<file path="src/rtl/xor_gate_bf_pkg.sv">
// Shared defaults and helpers for the xor_gate_bf registered XOR unit.
package xor_gate_bf_pkg;

  localparam int unsigned XOR_DEF_WIDTH = 1;
  localparam int unsigned XOR_DEF_CNT_W = 16;

  // Increment that sticks at max_v instead of wrapping.
  function automatic logic [31:0] sat_inc(input logic [31:0] v, input logic [31:0] max_v);
    if (v >= max_v) return max_v;
    return v + 32'd1;
  endfunction

endpackage

</file>
<file path="src/rtl/xor_gate_bf_cell.sv">
// One-bit combinational XOR cell, replicated per operand bit by xor_gate_bf.
module xor_cell (
  input  logic a,
  input  logic b,
  output logic y
);

  assign y = a ^ b;

endmodule

</file>
<file path="src/rtl/xor_gate_bf.sv">
// Registered bitwise XOR with valid flag, combinational tap and saturating difference counter.
// Optional parity output enabled by defining XOR_GATE_BF_PARITY_EN.
module xor_gate_bf
  import xor_gate_bf_pkg::*;
#(
  parameter int unsigned WIDTH = XOR_DEF_WIDTH,
  parameter int unsigned CNT_W = XOR_DEF_CNT_W
) (
  input  logic             clk,
  input  logic             rst,
  input  logic [WIDTH-1:0] a,
  input  logic [WIDTH-1:0] b,
  input  logic             in_valid,
  output logic [WIDTH-1:0] y,
  output logic             out_valid,
  output logic [WIDTH-1:0] y_comb,
  output logic [CNT_W-1:0] diff_cnt
`ifdef XOR_GATE_BF_PARITY_EN
  ,
  output logic             parity
`endif
);

  localparam logic [31:0] CNT_MAX = 32'((64'd1 << CNT_W) - 64'd1);

  for (genvar i = 0; i < int'(WIDTH); i++) begin : g_cell
    xor_cell u_cell (
      .a(a[i]),
      .b(b[i]),
      .y(y_comb[i])
    );
  end

  // Operands are only observed when in_valid is high, so X on idle cycles cannot leak into state.
  always_ff @(posedge clk) begin
    if (rst) begin
      y         <= '0;
      out_valid <= 1'b0;
      diff_cnt  <= '0;
    end else begin
      out_valid <= in_valid;
      if (in_valid) begin
        y <= y_comb;
        if (|y_comb) diff_cnt <= CNT_W'(sat_inc(32'(diff_cnt), CNT_MAX));
      end
    end
  end

`ifdef XOR_GATE_BF_PARITY_EN
  assign parity = ^y;
`endif

endmodule

</file>
<file path="config.mk">
export PLATFORM = sky130hd
export DESIGN_NAME = xor_gate_bf
export DESIGN_NICKNAME = d
export VERILOG_FILES = /design/src/rtl/xor_gate_bf_pkg.sv /design/src/rtl/xor_gate_bf_cell.sv /design/src/rtl/xor_gate_bf.sv
export SDC_FILE = /design/constraint.sdc
export NUM_CORES = 1
export LEC_CHECK = 0
export ABC_AREA = 0
export BUFFER_PORTS_ARGS = -buffer_cell sky130_fd_sc_hd__buf_2
export CORE_MARGIN = 4
export CORE_UTILIZATION = 40
export CTS_BUF_LIST = sky130_fd_sc_hd__clkbuf_4 sky130_fd_sc_hd__clkbuf_8
export DETAILED_ROUTE_END_ITERATION = 6
export GPL_TIMING_DRIVEN = 0
export PLACE_DENSITY = 0.67
export SYNTH_ARGS = -nofsm -noshare
export SYNTH_HDL_FRONTEND = slang
export SYNTH_SLANG_ARGS = --single-unit
</file>
<file path="constraint.sdc">
create_clock -name clk -period 3.7 [get_ports clk]
set_input_delay 0.74 -clock clk [delete_from_list [all_inputs] [get_ports clk]]
set_output_delay 0.74 -clock clk [all_outputs]
set_load 0.1 [all_outputs]
</file>
; Word-level counts from Yosys, hierarchy flattened
; Index checks and enable logic that the tools add are counted.
[classes]
add_sub_neg = 1
multipliers = 0
n_div = 0
n_lt_le_gt_ge = 1
eq_ne = 0
n_shift = 0
n_mux = 6
bitwise = 1
n_reduce_logical = 1
[ops]
columns = operator, count
row1 = 16-bit 2-to-1 mux, 2
row2 = 16-bit by 1-bit adder with 16-bit output (second input constant), 1
row3 = 16-bit >= comparator (second input constant), 1
row4 = 1-bit 2-to-1 mux, 4
row5 = 2-bit AND reduction, 1
row6 = 1-bit XOR, 1
[totals]
regBits = 18
latch_bits = 0
mem_bits_rw = 0
mem_bits_ro = 0
in_bits = 5
output_inout_bits = 19
elab_cells = 13
memories = 0

; Longest topological paths before layout
[logic_depth]
ltp_word = 6
mapped_depth = 6
depth_no_buf = 5

; By module
; Synthesis repeated with hierarchy kept, for this count alone.
[unflattened]
hier_cells = 91
area_unflattened_um2 = 893.4
[modules_own_cells]
columns = module, instances, cells_per_inst, area_each_um2
row1 = xor_gate_bf, 1, 90, 884.6
row2 = xor_cell, 1, 1, 8.8

; Worst setup path before layout
; No wires, ideal clock.
[synth_timing]
path_kind = reg2reg
start = register diff_cnt[0]
end = register diff_cnt[1]
setup_time_ps = 71
arrival_time_ps = 2241
required_ps = 3629
slack_ps = 1388
stages_incl_launch_ff = 7
n_path_buf = 1
synth_period_minus_slack_ps = 2312
path_cell_list = dfxtp_1 > ha_1 > nand3_1 > nor3_4 > nand4_2 > buf_2 > a21oi_1
[synth_between]
elab_chain_len = 6
elab_cells_between_ends = 7
cone_classes = add/sub (1) / order compare (1) / mux (5)
[synth_rtl]
columns = element, line_no
row1 = start: declaration, xor_gate_bf.sv:17  ; output logic [CNT_W-1:0] diff_cnt
row2 = start signal: assignment, xor_gate_bf.sv:44  ; if (|y_comb) diff_cnt <= CNT_W'(sat_inc(32'(diff_cnt), CNT_MAX));
row3 = 16-bit >= comparator, xor_gate_bf_pkg.sv:9  ; if (v >= max_v) return max_v;
row4 = 1-bit 2-to-1 mux, xor_gate_bf_pkg.sv:9
row5 = 1-bit 2-to-1 mux, xor_gate_bf.sv:44
row6 = 1-bit 2-to-1 mux, xor_gate_bf.sv:42  ; if (in_valid) begin
row7 = 1-bit 2-to-1 mux, xor_gate_bf.sv:36  ; if (rst) begin
row8 = 16-bit 2-to-1 mux (*), xor_gate_bf_pkg.sv:10  ; return v + 32'd1;
; Mark *: on every way between the ends. The rest lies on a longest branch, timed or not. The select of a mux whose other input is x is not followed.
; A chain may end at the register's enable or synchronous reset.

; Final worst setup path
[layout_timing]
start = input b
end = output y_comb
[layout_between]
elab_chain_len = 1
[layout_rtl]
columns = element, line_no
row1 = start: declaration, xor_gate_bf.sv:12  ; input logic [WIDTH-1:0] b,
row2 = 1-bit XOR, xor_gate_bf_cell.sv:8  ; assign y = a ^ b;
row3 = end: declaration, xor_gate_bf.sv:16  ; output logic [WIDTH-1:0] y_comb,
; No other way between the ends.

==> flow_metrics.env <==
export IMPL_clock_root_buffer="clkbuf_4"
export IMPL_place_port_buffers=21
export IMPL_ys_warn_count=0
export IMPL_synth_edff_count=0
export IMPL_vias=795
export IMPL_worst_ir_drop_vdd_v=0.0002090
export IMPL_dp_hpwl_mm=1.461
export IMPL_drc=0
export IMPL_synth_top_area_share_pct=40.97
export IMPL_netlist_top_cells_count="18 x dfxtp_1, 13 x a21oi_1, 8 x xor2_1, 6 x nand3_1"
export IMPL_skew_ns=0.008911
export IMPL_wl_per_cell_um=13.95
export IMPL_hold_violations=0
export IMPL_drive_gt1_share_pct=30.51
export IMPL_vias_per_cell=5.483
export IMPL_drt_pass1_iter_count=4
export IMPL_grtUsageTotal_pct=14.85
export IMPL_synthesis_area_um2=879.6
export IMPL_worst_setup_path_end_kind="output pin"
export IMPL_max_freq_mhz=397.7
export IMPL_grt_max_degree=11
export IMPL_synth_largest_area_cell="dfxtp_1"
export IMPL_synthFlopType="dfxtp_1"
export IMPL_status="complete, no violations"
export IMPL_gr_total_overflow=0
export IMPL_postCtsSetupBuffers=0
export IMPL_diodes=0
export IMPL_crit_chain="buf_2 -> xnor2_2 -> clkinv_2 -> buf_2"
export IMPL_die_h_um=54.90
export IMPL_ys_ff_latch=18
export IMPL_crit_top_cell="buf_2"
export IMPL_timing_final_max_slew_violations=0
export IMPL_layout_min_cycle_time_ns=2.515
export IMPL_drt_iter0_markers=12
export IMPL_rsz0062_at_grt="no"
export IMPL_maxCapViolCount=0
export IMPL_cts_buffers=3
export IMPL_syn_nets=99
export IMPL_postRouteAntennaNets=0
export IMPL_setup_violations=0
export IMPL_grt_pass1_vias=732
export IMPL_cp_required_ns=2.96
export IMPL_cp_max_fo=10
export IMPL_nNetsFinal=125
export IMPL_tightest_slew_ns=0.4928
export IMPL_antenna_found_initial=0
export IMPL_power_density_mw_per_mm2=364.5
export IMPL_path_class="in2out"
export IMPL_yosys_cell_count_top_type="dfxtp_1"
export IMPL_synth_avg_cell_area_um2=9.458
export IMPL_die_w_um=54.90
export IMPL_htree_levels=1
export IMPL_rows=16
export IMPL_slew_headroom_pct=67.37
export IMPL_holdWs_ns=0.5112
export IMPL_start_util_pct=43.50
export IMPL_routabilityCongestion=0.7755
export IMPL_cts_sinks=18
export IMPL_synthArstFlopShare_pct=0
export IMPL_clockBufferDepth=2
export IMPL_critPathTopFamily="buffers and inverters"
export IMPL_cp_arrival_ns=1.77
export IMPL_yosysUniqueCellTypes=33
export IMPL_area_growth_pct=19.91
export IMPL_crit_slowest_cell="buf_2"
export IMPL_hold_buffers=0
export IMPL_clk_pin_slew_ns=0.11
export IMPL_critPathBufInv=3
export IMPL_drt_wl_total_mm=2.023
export IMPL_insertion_delay_ns=0.30
export IMPL_io_pins=24
export IMPL_synth_cells=93
export IMPL_cts_tree="built"
export IMPL_synth_area_top_cells="dfxtp_1 41%, xor2_1 8.0%, a21oi_1 7.4%, nand3_1 3.4%, and3_1 2.8%"
export IMPL_fin_crit_sh_pct=67.96
export IMPL_ys_seq_area_share_pct=40.97
export IMPL_core_area_mm2=0.002022
export IMPL_hold_path_class="reg2reg"
export IMPL_crit_path_start_kind="input pin"
export IMPL_setup_tns_ns=0
export IMPL_slowest_delay_ns=0.35
export IMPL_cts_resized=0
export IMPL_die_area_mm2=0.003013
export IMPL_power_leakage_nw=0.4495
export IMPL_grt_pass1_wl_mm=3.194
worst register-to-register path: cells and delay by family, from the launching register on:
| family | cells | cell delay (ns) |
|---|---|---|
| compound gates | 1 | 0.16 |
| fa+ha+maj | 1 | 0.22 |
| buf+inv | 1 | 0.24 |
| flops | 1 | 0.41 |
| simple gates | 3 | 0.68 |
flip-flops by register name, indices dropped and copies added, names as in the netlist:
signal     cells
out_valid      1
diff_cnt      16
y              1
kinds of logic (layout without fill, tap and decap cells):
kind of cell    count (synthesis)  count (layout)  synth area share (%)
flops                          18              18                 40.97
xor+xnor                       11              11                 11.81
compound gates                 23              23                 15.50
mux                             1               1                 1.138
buf+inv                         6              31                 3.271
simple gates                   33              33                 25.89
fa+ha+maj                       1               1                 1.422
cells in the final DEF, fill, tap and decap left out, drive strengths merged, types with 2 or more instances in the layout:
cell type and n:
a21oi 13, xnor2 3, xor2 8, and4 3, and3 6, or4 2, clkbuf 6, dfxtp 18
a211oi 2, buf 23, nand3 8, nand2 3, a31oi 3, o31ai 2, nor2b 2, nand4 5
through the flow:
stage / worst slack [ns] / cell area (um^2) / util [%] / instances / total power [W]
after global routing: 1.151 / 1055 / 52.17 / 145 / 0.0003963
final: 1.185 / 1055 / 52.17 / 145 / 0.0003844
after detailed placement: 1.200 / 1018 / 50.37 / 141 / 0.0002622
after global placement: 1.206 / 1018 / 50.37 / 141 / 0.0002615
after CTS: 1.199 / 1055 / 52.17 / 145 / 0.0003876
after floorplan: 1.388 / 879.6 / - / 93 / 0.0002523
worst paths after layout:
kind,end,cells past startpoint,slack [ns],from
max,y_comb,4,1.19,b
min,y,2,0.51,y
max reg2reg,diff_cnt[2],6,1.93,diff_cnt[0]
min reg2reg,y,2,0.51,y
metal layers:
layer | track usage, % | up-vias | part of all wire, %
li1 | - | 398 | -
met1 | 17.73 | 373 | 48
met2 | 24.21 | 19 | 45
met3 | 3.485 | 5 | 4.2
met4 | 8.502 | 0 | 2.6
met5 | 0 | - | 0
where the power goes:
part           switching (W)  internal, W
clock network      0.0000664    0.0000600
registers         0.00000254     0.000197
logic              0.0000480    0.0000105
total               0.000117     0.000268
final cells by class:
class / instances / area (um^2)
inverters: 2 / 8.758
well taps: 27 / 33.78
flip-flops and latches: 18 / 360.3
fillers: 201 / 967.2
repair buffers: 21 / 105.1
multi-input cells: 69 / 490.5
clock buffers: 4 / 36.28
plain buffers: 4 / 20.02
(Power assumes the default switching activity.)
